`config.mk`:
```
export PLATFORM = sky130hd
export DESIGN_NAME = booth_prod_accumulator
export DESIGN_NICKNAME = d
export VERILOG_FILES = /design/src/rtl/booth_prod_accumulator.sv
export SDC_FILE = /design/constraint.sdc
export NUM_CORES = 1
export LEC_CHECK = 0
export BUFFER_PORTS_ARGS = -buffer_cell sky130_fd_sc_hd__buf_2
export CAP_MARGIN = 0
export CORE_ASPECT_RATIO = 1.4
export CORE_MARGIN = 2
export CORE_UTILIZATION = 43
export DETAILED_ROUTE_END_ITERATION = 16
export PLACE_DENSITY = 0.67
export SYNTH_ARGS = -nofsm -noshare
export SYNTH_HDL_FRONTEND = slang
export SYNTH_SLANG_ARGS = --single-unit
```
`constraint.sdc`:
```
create_clock -name i_clk -period 6.03 [get_ports i_clk]
set_input_delay 0.603 -clock i_clk [delete_from_list [all_inputs] [get_ports i_clk]]
set_output_delay 0.603 -clock i_clk [all_outputs]
set_load 0.05 [all_outputs]
```
`src/rtl/booth_prod_accumulator.sv`:
```
// Signed saturating accumulator for the Booth multiplier product stream.
// Sums a programmed number of products and holds the result on a valid/ready port.
//
//   state   | meaning
//   --------+-------------------------------------------------------
//   S_IDLE  | waiting for start; len sampled with it
//   S_ACCUM | accepting one product per cycle, count runs down to 1
//   S_HOLD  | result presented on acc port until acc_ready
module booth_prod_accumulator #(
  parameter int PW    = 8,
  parameter int AW    = 16,
  parameter int LEN_W = 8
) (
  input  logic                 i_clk,
  input  logic                 i_rst_n,
  input  logic                 i_start,
  input  logic [LEN_W-1:0]     i_len,
  input  logic                 i_prod_valid,
  output logic                 o_prod_ready,
  input  logic signed [PW-1:0] i_prod,
  output logic                 o_acc_valid,
  input  logic                 i_acc_ready,
  output logic signed [AW-1:0] o_acc_out,
  output logic                 o_sat_flag,
  output logic                 o_busy
);

  typedef enum logic [1:0] {S_IDLE, S_ACCUM, S_HOLD} state_t;

  localparam logic signed [AW-1:0] ACC_MAX = {1'b0, {(AW-1){1'b1}}};
  localparam logic signed [AW-1:0] ACC_MIN = {1'b1, {(AW-1){1'b0}}};

  state_t                r_state;
  state_t                w_next;
  logic signed [AW-1:0]  r_acc;
  logic [LEN_W-1:0]      r_count;
  logic                  r_sat;

  logic                  w_take_start;
  logic                  w_xfer;
  logic                  w_last;
  logic signed [AW:0]    w_prod_ext;
  logic signed [AW:0]    w_sum;
  logic                  w_ovf_pos;
  logic                  w_ovf_neg;
  logic signed [AW-1:0]  w_acc_nxt;

  assign w_take_start = i_start && (r_state == S_IDLE);
  assign w_xfer       = i_prod_valid && (r_state == S_ACCUM);
  assign w_last       = (r_count == LEN_W'(1));

  // One guard bit above AW exposes overflow in either direction.
  assign w_prod_ext = {{(AW+1-PW){i_prod[PW-1]}}, i_prod};
  assign w_sum      = {r_acc[AW-1], r_acc} + w_prod_ext;
  assign w_ovf_pos  = ~w_sum[AW] &  w_sum[AW-1];
  assign w_ovf_neg  =  w_sum[AW] & ~w_sum[AW-1];

  always_comb begin
    w_acc_nxt = w_sum[AW-1:0];
    if (w_ovf_pos)      w_acc_nxt = ACC_MAX;
    else if (w_ovf_neg) w_acc_nxt = ACC_MIN;
  end

  always_ff @(posedge i_clk or negedge i_rst_n) begin
    if (!i_rst_n) r_state <= S_IDLE;
    else          r_state <= w_next;
  end

  always_comb begin
    w_next = r_state;
    case (r_state)
      S_IDLE: begin
        if (i_start) w_next = (i_len == '0) ? S_HOLD : S_ACCUM;
      end
      S_ACCUM: begin
        if (w_xfer && w_last) w_next = S_HOLD;
      end
      S_HOLD: begin
        if (i_acc_ready) w_next = S_IDLE;
      end
      default: w_next = S_IDLE;
    endcase
  end

  always_ff @(posedge i_clk or negedge i_rst_n) begin
    if (!i_rst_n) begin
      r_acc   <= '0;
      r_count <= '0;
      r_sat   <= 1'b0;
    end else if (w_take_start) begin
      r_acc   <= '0;
      r_count <= i_len;
      r_sat   <= 1'b0;
    end else if (w_xfer) begin
      r_acc   <= w_acc_nxt;
      r_count <= r_count - LEN_W'(1);
      if (w_ovf_pos || w_ovf_neg) r_sat <= 1'b1;
    end
  end

  assign o_prod_ready = (r_state == S_ACCUM);
  assign o_acc_valid  = (r_state == S_HOLD);
  assign o_busy       = (r_state != S_IDLE);
  assign o_acc_out    = r_acc;
  assign o_sat_flag   = r_sat;

endmodule

```
# [Word level (Yosys, flattened, before mapping)]
# Cells that the tools add are included.
[word_totals] register_bits=27 input_bits=21 out_inout_bits=20
[op_classes] n_addsub=2 n_eq_ne=6 muxes=14 bitwise_logic=4 n_reduce_logical=11
[op_table] operator="2-to-1 mux 16 bit" count=4
[op_table] operator="adder 16 x 8 -> 17 bit" count=1
[op_table] operator="2-to-1 mux 8 bit" count=2
[op_table] operator="== test 8 x 1 -> 1 bit (second input constant)" count=1
[op_table] operator="logical NOT 8 bit" count=1
[op_table] operator="2-to-1 mux 2 bit" count=4
[op_table] operator="subtractor 8 x 1 -> 8 bit (second input constant)" count=1
[op_table] operator="one-hot mux 2 bit (3 select lines)" count=1
[op_table] operator="nonzero test 2 bit" count=3
[op_table] operator="inequality test 2 x 1 -> 1 bit (second input constant)" count=2
[op_table] operator="logical AND 1 bit" count=3
[op_table] operator="2-to-1 mux 1 bit" count=3
[op_table] operator="AND reduction 3 bit" count=1
[op_table] operator="bitwise AND 1 bit" count=2
[op_table] operator="== test 2 x 1 -> 1 bit (second input constant)" count=1
[op_table] operator="== test 2 bit (second input constant)" count=1
[op_table] operator="logical NOT 2 bit" count=1
[op_table] operator="inequality test 2 bit (second input constant)" count=1
[op_table] operator="inverter 1 bit" count=2
[op_table] operator="AND reduction 2 bit" count=1
[op_table] operator="logical OR 1 bit" count=1

# [Logic depth before layout (Yosys ltp)]
# Gate-level depths: netlist of the first run.
[depth] depth_word=7 depth_mapped=14 mapped_depth_nobuf=14

# [Least setup slack after synthesis of the first run]
# No wires, ideal clock.
[synth_path] kind="register to register" startpoint="register r_acc[0], in the netlist o_acc_out[0]" endpoint="register r_acc[10], in the netlist o_acc_out[10]" setup_time_ns=0.083 arrival_ns=3.118 t_required_ns=5.947 path_slack_ns=2.829 stages_incl_launch_ff=15 n_path_buf=1 path_cell_list="dfrtp_1 ha_1 inv_1 fa_1 nor2b_1 o2111ai_1 a32oi_1 nand2_1 o21ai_0 and2_1 ha_1 and3_1 clkbuf_1 a21oi_1 o21ai_0"
[synth_between] elab_chain_cells=7 word_cells_on_any_way=9
[synth_lines] element="from (decl)" line="35" text="logic signed [AW-1:0] r_acc;"
[synth_lines] element="from (signal assigned)" line="95" text="r_acc <= w_acc_nxt;"
[synth_lines] element="adder 16 x 8 -> 17 bit *" line="54" text="assign w_sum = {r_acc[AW-1], r_acc} + w_prod_ext;"
[synth_lines] element="inverter 1 bit" line="56" text="assign w_ovf_neg = w_sum[AW] & ~w_sum[AW-1];"
[synth_lines] element="bitwise AND 1 bit" line="56"
[synth_lines] element="2-to-1 mux 16 bit" line="61" text="else if (w_ovf_neg) w_acc_nxt = ACC_MIN;"
[synth_lines] element="2-to-1 mux 16 bit *" line="60" text="if (w_ovf_pos) w_acc_nxt = ACC_MAX;"
[synth_lines] element="2-to-1 mux 16 bit *" line="94" text="end else if (w_xfer) begin"
[synth_lines] element="2-to-1 mux 16 bit *" line="90" text="end else if (w_take_start) begin"
# Every way passes the cells marked *; elsewhere a longest branch is shown, timed or not. The select of a mux whose other input is x is not followed.
# A chain may end at the register's enable or synchronous reset.

# [Worst setup path after layout of the first run]
[layout_path] startpoint="register r_acc[0], in the netlist o_acc_out[0]" endpoint="register r_acc[9], in the netlist o_acc_out[9]"
# The elaborated chain is that of the path after synthesis.

==> out/qor.txt, run 1 <==
Met3 global-route usage -> 0.0233
Most common cell in the netlist -> a21oi_1
Final setup viols -> 0
Share of cells above drive strength 1 -> 0.174
Multi-input logic area -> 0.00135 mm2
Leak pwr -> 0.00113 uW
Syn avg cell area -> 8.30 um2
Final wirelength -> 5570 um
H-tree levels -> 1
TritonCTS clock tree -> yes
Met2 Track Usage GR -> 0.363
Ant diodes -> 0
Number of buffers created by CTS -> 3
Area growth, synth to finish -> 12.8%
Initial core utilization -> 0.442
# nets final -> 331
Top cell type by total area after synthesis -> dfrtp_1
Cell count after synthesis -> 256
Largest cells by area after synthesis -> dfrtp_1, ha_1, a21oi_1, o21ai_0, nand2_1
Placed wire-length estimate -> 4400 um
Die Area -> 0.00553 mm2
Crit path capture type -> flip-flop
Fillers -> 525
Grt met1 use -> 0.244
Gr busiest metal -> met2
Netlist cell types -> 47
Synth Warn # -> 0
Post-synthesis async set-or-reset flop share -> 1.00
Crit-path max FO -> 11
Clk slew on worst S/H paths -> 100 ps
Period minus WS final -> 3280 ps
Top achievable clock speed -> 0.305 GHz
Synth Register Bits -> 27
Clk_lat worst skew -> 280 ps
Worst EP required -> 6260 ps
Worst hold slack -> 330 ps
Final Util -> 0.499
Setup Buffers After CTS -> 0
Yosys top cell area share -> 0.318
CTS Hold Buffers Added -> 0
Grt ovf -> 0
RSZ-0062 raised after global routing -> no
Seq. cell area -> 676 um2
DRT antenna net count -> 0
Number of global-route vias before repair -> 1925
Crit share post-route -> 0.544
First-pass GRT wire length -> 8960 um
Post-route insts no fill -> 352
Total Routing Usage GR -> 0.204
Pins Over Slew Limit -> 0
Arrival @ worst endpoint -> 3510 ps
Worst clock skew -> 9.25 ps
Post-cts sizing count -> 0
FP Rows -> 30
Drt wl/cell -> 15.8 um
Power density cells -> 591 mW/mm2
Dpl cell area -> 0.00235 mm2
# IOs -> 41
CTS sink cnt -> 27
Setup TNS -> 0 ps
Fin. Hold Viols -> 0
Final GP Congestion -> 0.908
First DRT Iteration DRCs -> 81
Largest net degree at the start of global routing -> 28
Clock root cell -> clkbuf_8
CP startpoint kind -> flip-flop
Core area -> 0.00480 mm2
Die X -> 63.4 um
Area of the mapped netlist -> 0.00213 mm2
Seq/Total Area, Yosys -> 0.318
Routed vias/inst -> 5.69
Top cells by count, synth -> a21oi_1, o21ai_0, dfrtp_1
DRC Markers -> 0
Prevailing post-synth register cell -> dfrtp_1
Routed vias -> 2003
Max-cap violations -> 0
Worst Max-Slew Pin Slew -> 645 ps
Max IR drop VDD -> 236 uV
EDFF count, synth -> 0
DRT Pass-1 Iters -> 4
Vert. Die Dim -> 87.2 um
Fin area -> 0.00240 mm2
PortBufs -> 40
Synth Net Count -> 298
Clock tree buffer depth -> 2
Max transition margin -> 0.570
Run status -> finished, final reports clean
Hold Path Class -> in -> async
# placed instances -> 348
Initial antenna violation count -> 0
Setup Crit Path Kind -> reg -> reg
-- state kept, by name, summed over array words and instances (netlist names) --
name / count
r_state: 2
o_acc_out: 16
r_count: 8
o_sat_flag: 1
-- routing by layer --
layer | share of wire | up-vias
met5 | 0 | -
met1 | 0.44 | 951
li1 | - | 998
met2 | 0.50 | 41
met3 | 0.033 | 13
met4 | 0.032 | 0
-- final timing paths --
kind / from / cells after the start / to / slack, ps
min in group i_clk: o_sat_flag / 2 / o_sat_flag / 510
max in group asynchronous: i_rst_n / 1 / o_acc_out[10] / 5270
min: i_rst_n / 1 / r_count[5] / 330
max reg2reg: o_acc_out[0] / 13 / o_acc_out[9] / 2750
min reg2reg: o_sat_flag / 2 / o_sat_flag / 510
max: o_acc_out[0] / 13 / o_acc_out[9] / 2750
-- placed cells by master, fill, tap and decap left out, drive strengths merged, types with 2 or more instances in the layout --
cell and count:
a221o 2, or4 4, nand4 2, a22oi 2
nand3 3, o21ai 28, a31o 2, a21boi 2
nor2b 3, xnor2 9, a21o 5, o211ai 4
inv 13, or3 2, o21a 2, ha 20
a21oi 30, o2111ai 3, nor4 3, nor3 2
clkbuf 3, nor2 18, and2 4, a211oi 3
buf 40, nand2b 2, dfrtp 27, and3 2
o22ai 2, nand2 26, xor2 5, a31oi 2
-- per-stage QoR --
stage | setup slack, ps | power (uW)
after floorplan | 2830 | 1100
after global placement | 2560 | 1310
after detailed placement | 2480 | 1310
after CTS | 2760 | 1420
after global routing | 2440 | 1530
final | 2750 | 1420
-- cell type report --
cell class | count | share of cell area
Sequential cell | 27 | 0.282
Tap cell | 64 | 0.0334
Inverter | 13 | 0.0203
Multi-Input combinational cell | 204 | 0.562
Clock buffer | 3 | 0.0172
Timing Repair Buffer | 40 | 0.0835
Clock inverter | 1 | 0.00209
-- worst max-delay path, cell delays in order, from the launching register on --
cell and delay [ps]:
dfrtp_1 400, ha_1 200, inv_1 60, fa_1 390, nor2b_1 170, o2111ai_1 150, a32oi_1 400, nand2_1 90
o21ai_0 280, and2_1 180, ha_1 210, and3_1 470, a21o_1 130, a31o_2 90
-- cell families after synthesis --
logic type               count (synthesis)  share of synthesized area
AO/OA/AOI/OAI                           94                      0.274
multiplexers                             1                    0.00471
XOR/XNOR                                14                     0.0577
adder cells (fa/ha/maj)                 21                      0.127
flip-flops                              27                      0.318
buffers and inverters                   25                     0.0483
AND/OR/NAND/NOR                         74                      0.171
-- power breakdown --
part	switching [uW]	total, uW	internal (uW)	leakage (uW)
Combinational	630	959	329	0.000761
Sequential	86.2	352	265	0.000340
Clock	60.7	107	46.5	0.0000255
(Power assumes the default switching activity.)
==> inputs of run 2 (changes only) <==
--- a/config.mk
+++ b/config.mk
@@ -11,7 +11,7 @@
 export CORE_MARGIN = 2
 export CORE_UTILIZATION = 43
 export DETAILED_ROUTE_END_ITERATION = 16
-export PLACE_DENSITY = 0.67
+export PLACE_DENSITY = 0.69
 export SYNTH_ARGS = -nofsm -noshare
 export SYNTH_HDL_FRONTEND = slang
 export SYNTH_SLANG_ARGS = --single-unit
==> constraint.sdc (replaced) <==
create_clock -name i_clk -period 2.7 [get_ports i_clk]
set_input_delay 0.27 -clock i_clk [delete_from_list [all_inputs] [get_ports i_clk]]
set_output_delay 0.27 -clock i_clk [all_outputs]
set_load 0.05 [all_outputs]
==> run 2 against run 1 <==
Effect of this change:
- first-iteration DRC count up 79%
- sequential power up 120%
- clock power up 120%
- critical path depth up 1
- combinational power rose to 3.0 times the previous value
- worst setup slack worse by 2700 ps
- power rose to 2.7 times the previous value
- global-route usage up 3.7 points
- critical path type unchanged
- largest power group unchanged
==> out/qor.txt, run 2 (synthesis gave the netlist of run 1 again) <==
Run status -> finished, final reports clean
Vert. Die Dim -> 87.2 um (unchanged)
RSZ-0062 raised after global routing -> yes
Crit path capture type -> flip-flop
Setup TNS -> 0 ps (unchanged)
Final Util -> 0.603 (+0.104)
# IOs -> 41 (unchanged)
Max-cap violations -> 0 (unchanged)
Number of global-route vias before repair -> 2228 (+16%)
Setup Crit Path Kind -> reg -> reg
Worst Max-Slew Pin Slew -> 652 ps (+7.24 ps)
Fillers -> 468 (-11%)
Worst hold slack -> 3.68 ps (-326 ps)
Arrival @ worst endpoint -> 2880 ps (-630 ps)
Commonest cells after routing, fill and taps aside -> buf_2, buf_4, nand2_1
Initial antenna violation count -> 0 (unchanged)
Fin. Hold Viols -> 0 (unchanged)
Final GP Congestion -> 0.891 (-1.9%)
Area growth, synth to finish -> 36.4%
Pins Over Slew Limit -> 0 (unchanged)
TritonCTS clock tree -> yes
Commonest non-fill, non-tap cell in the layout -> buf_2
Leak pwr -> 0.00133 uW (+18%)
Clock root cell -> clkbuf_8
Die X -> 63.4 um (unchanged)
Final setup viols -> 0 (unchanged)
Seq. cell area -> 686 um2 (+1.5%)
DRT antenna net count -> 0 (unchanged)
Share of cells above drive strength 1 -> 0.391 (+0.218)
H-tree levels -> 1 (unchanged)
Worst clock skew -> 5.60 ps (-3.65 ps)
CP startpoint kind -> flip-flop
Max IR drop VDD -> 579 uV (+140%)
FP Rows -> 30 (unchanged)
Routed vias/inst -> 5.52 (-3.0%)
Routed vias -> 2159 (+7.8%)
Max transition margin -> 0.565 (-0.00483)
Hold Path Class -> in -> async
DRC Markers -> 0 (unchanged)
PortBufs -> 40 (unchanged)
Clk_lat worst skew -> 280 ps (about the same)
Largest register FFs -> 16 (unchanged)
Period minus WS final -> 2660 ps (-615 ps)
Largest net degree at the start of global routing -> 28 (unchanged)
DRT Pass-1 Iters -> 5 (+1)
Ant diodes -> 0 (unchanged)
CTS sink cnt -> 27 (unchanged)
Die Area -> 0.00553 mm2 (unchanged)
Worst EP required -> 2910 ps (-3350 ps)
First DRT Iteration DRCs -> 145 (+79%)
Number of buffers created by CTS -> 3 (unchanged)
Crit share post-route -> 0.987 (+0.443)
Clock tree buffer depth -> 2 (unchanged)
# nets final -> 370 (+12%)
Power density cells -> 1340 mW/mm2 (+130%)
Drt wl/cell -> 15.9 um (+0.47%)
Top achievable clock speed -> 0.375 GHz (+23%)
Clk slew on worst S/H paths -> 100 ps (about the same)
First-pass GRT wire length -> 10500 um (+17%)
Crit-path max FO -> 6 (-5)
Total Routing Usage GR -> 0.241 (+0.0366)
Placed wire-length estimate -> 4770 um (+8.4%)
Multi-input logic area -> 0.00151 mm2 (+12%)
Core area -> 0.00480 mm2 (unchanged)
Final wirelength -> 6210 um (+12%)
Initial core utilization -> 0.442 (unchanged)
Grt ovf -> 0 (unchanged)
CTS Hold Buffers Added -> 0 (unchanged)
run 2: cell count changes in the layout (fill, tap and decap cells not counted), sizes merged:
cell	before	now
buf	40	79
run 2: through the flow:
step | instances | setup WS [ps] | cell area [um2] | power, uW
finish | 391 | 35.5 | 2900 | 3890
CTS | 388 | 6.69 | 2780 | 3660
floorplan | 256 | -6.73 | 2210 | 2530
global placement | 383 | -25.1 | 2710 | 3330
global route | 391 | -130 | 2900 | 4220
detailed placement | 383 | -139 | 2710 | 3380
run 2: repair_timing:
item                                    CTS  global route
pin swaps                                 3            17
buffers inserted                          1             3
resized for setup                         3            38
endpoints found under the setup margin   11            15
run 2: power breakdown:
| part | leakage [uW] | internal [uW] | switching (uW) |
|---|---|---|---|
| logic | 0.000975 | 1210 | 1650 |
| registers | 0.000329 | 602 | 185 |
| clock network | 0.0000255 | 104 | 136 |
run 2: area by class of cell:
cell class | count | share of cell area
sequential | 27 | 0.237
inverter | 13 | 0.0168
clock inverter | 1 | 0.00173
clock buffer | 3 | 0.0142
tap | 64 | 0.0276
timing repair buffer | 79 | 0.184
multi-input combinational | 204 | 0.519
run 2: worst paths after layout:
kind,start,to,slack [ps],depth (start not counted)
min in group i_clk,i_len[5],r_count[5],210,3
min reg2reg,o_sat_flag,o_sat_flag,510,2
min,i_rst_n,r_count[5],4,1
max,o_acc_out[0],o_acc_out[7],40,14
max reg2reg,o_acc_out[0],o_acc_out[7],40,14
max in group asynchronous,i_rst_n,o_acc_out[11],2230,1
run 2: critical path, stage by stage, from the launching register on:
cell       delay (ps)
dfrtp_2           390
ha_4              140
inv_2              40
fa_2              380
nor2b_2           140
o2111ai_2         140
a32oi_2           290
nand2_1            90
o21ai_2           180
and2_4            180
ha_4              140
and3_4            220
buf_12            130
a21oi_1            40
o21ai_1            90
run 2: layer usage:
metal	GRT usage	up-vias	routed length (um)
met5	0	-	0
met4	0.0791	0	142
met3	0.0246	14	142
met2	0.461	42	3430
met1	0.277	1030	2500
li1	-	1073	-
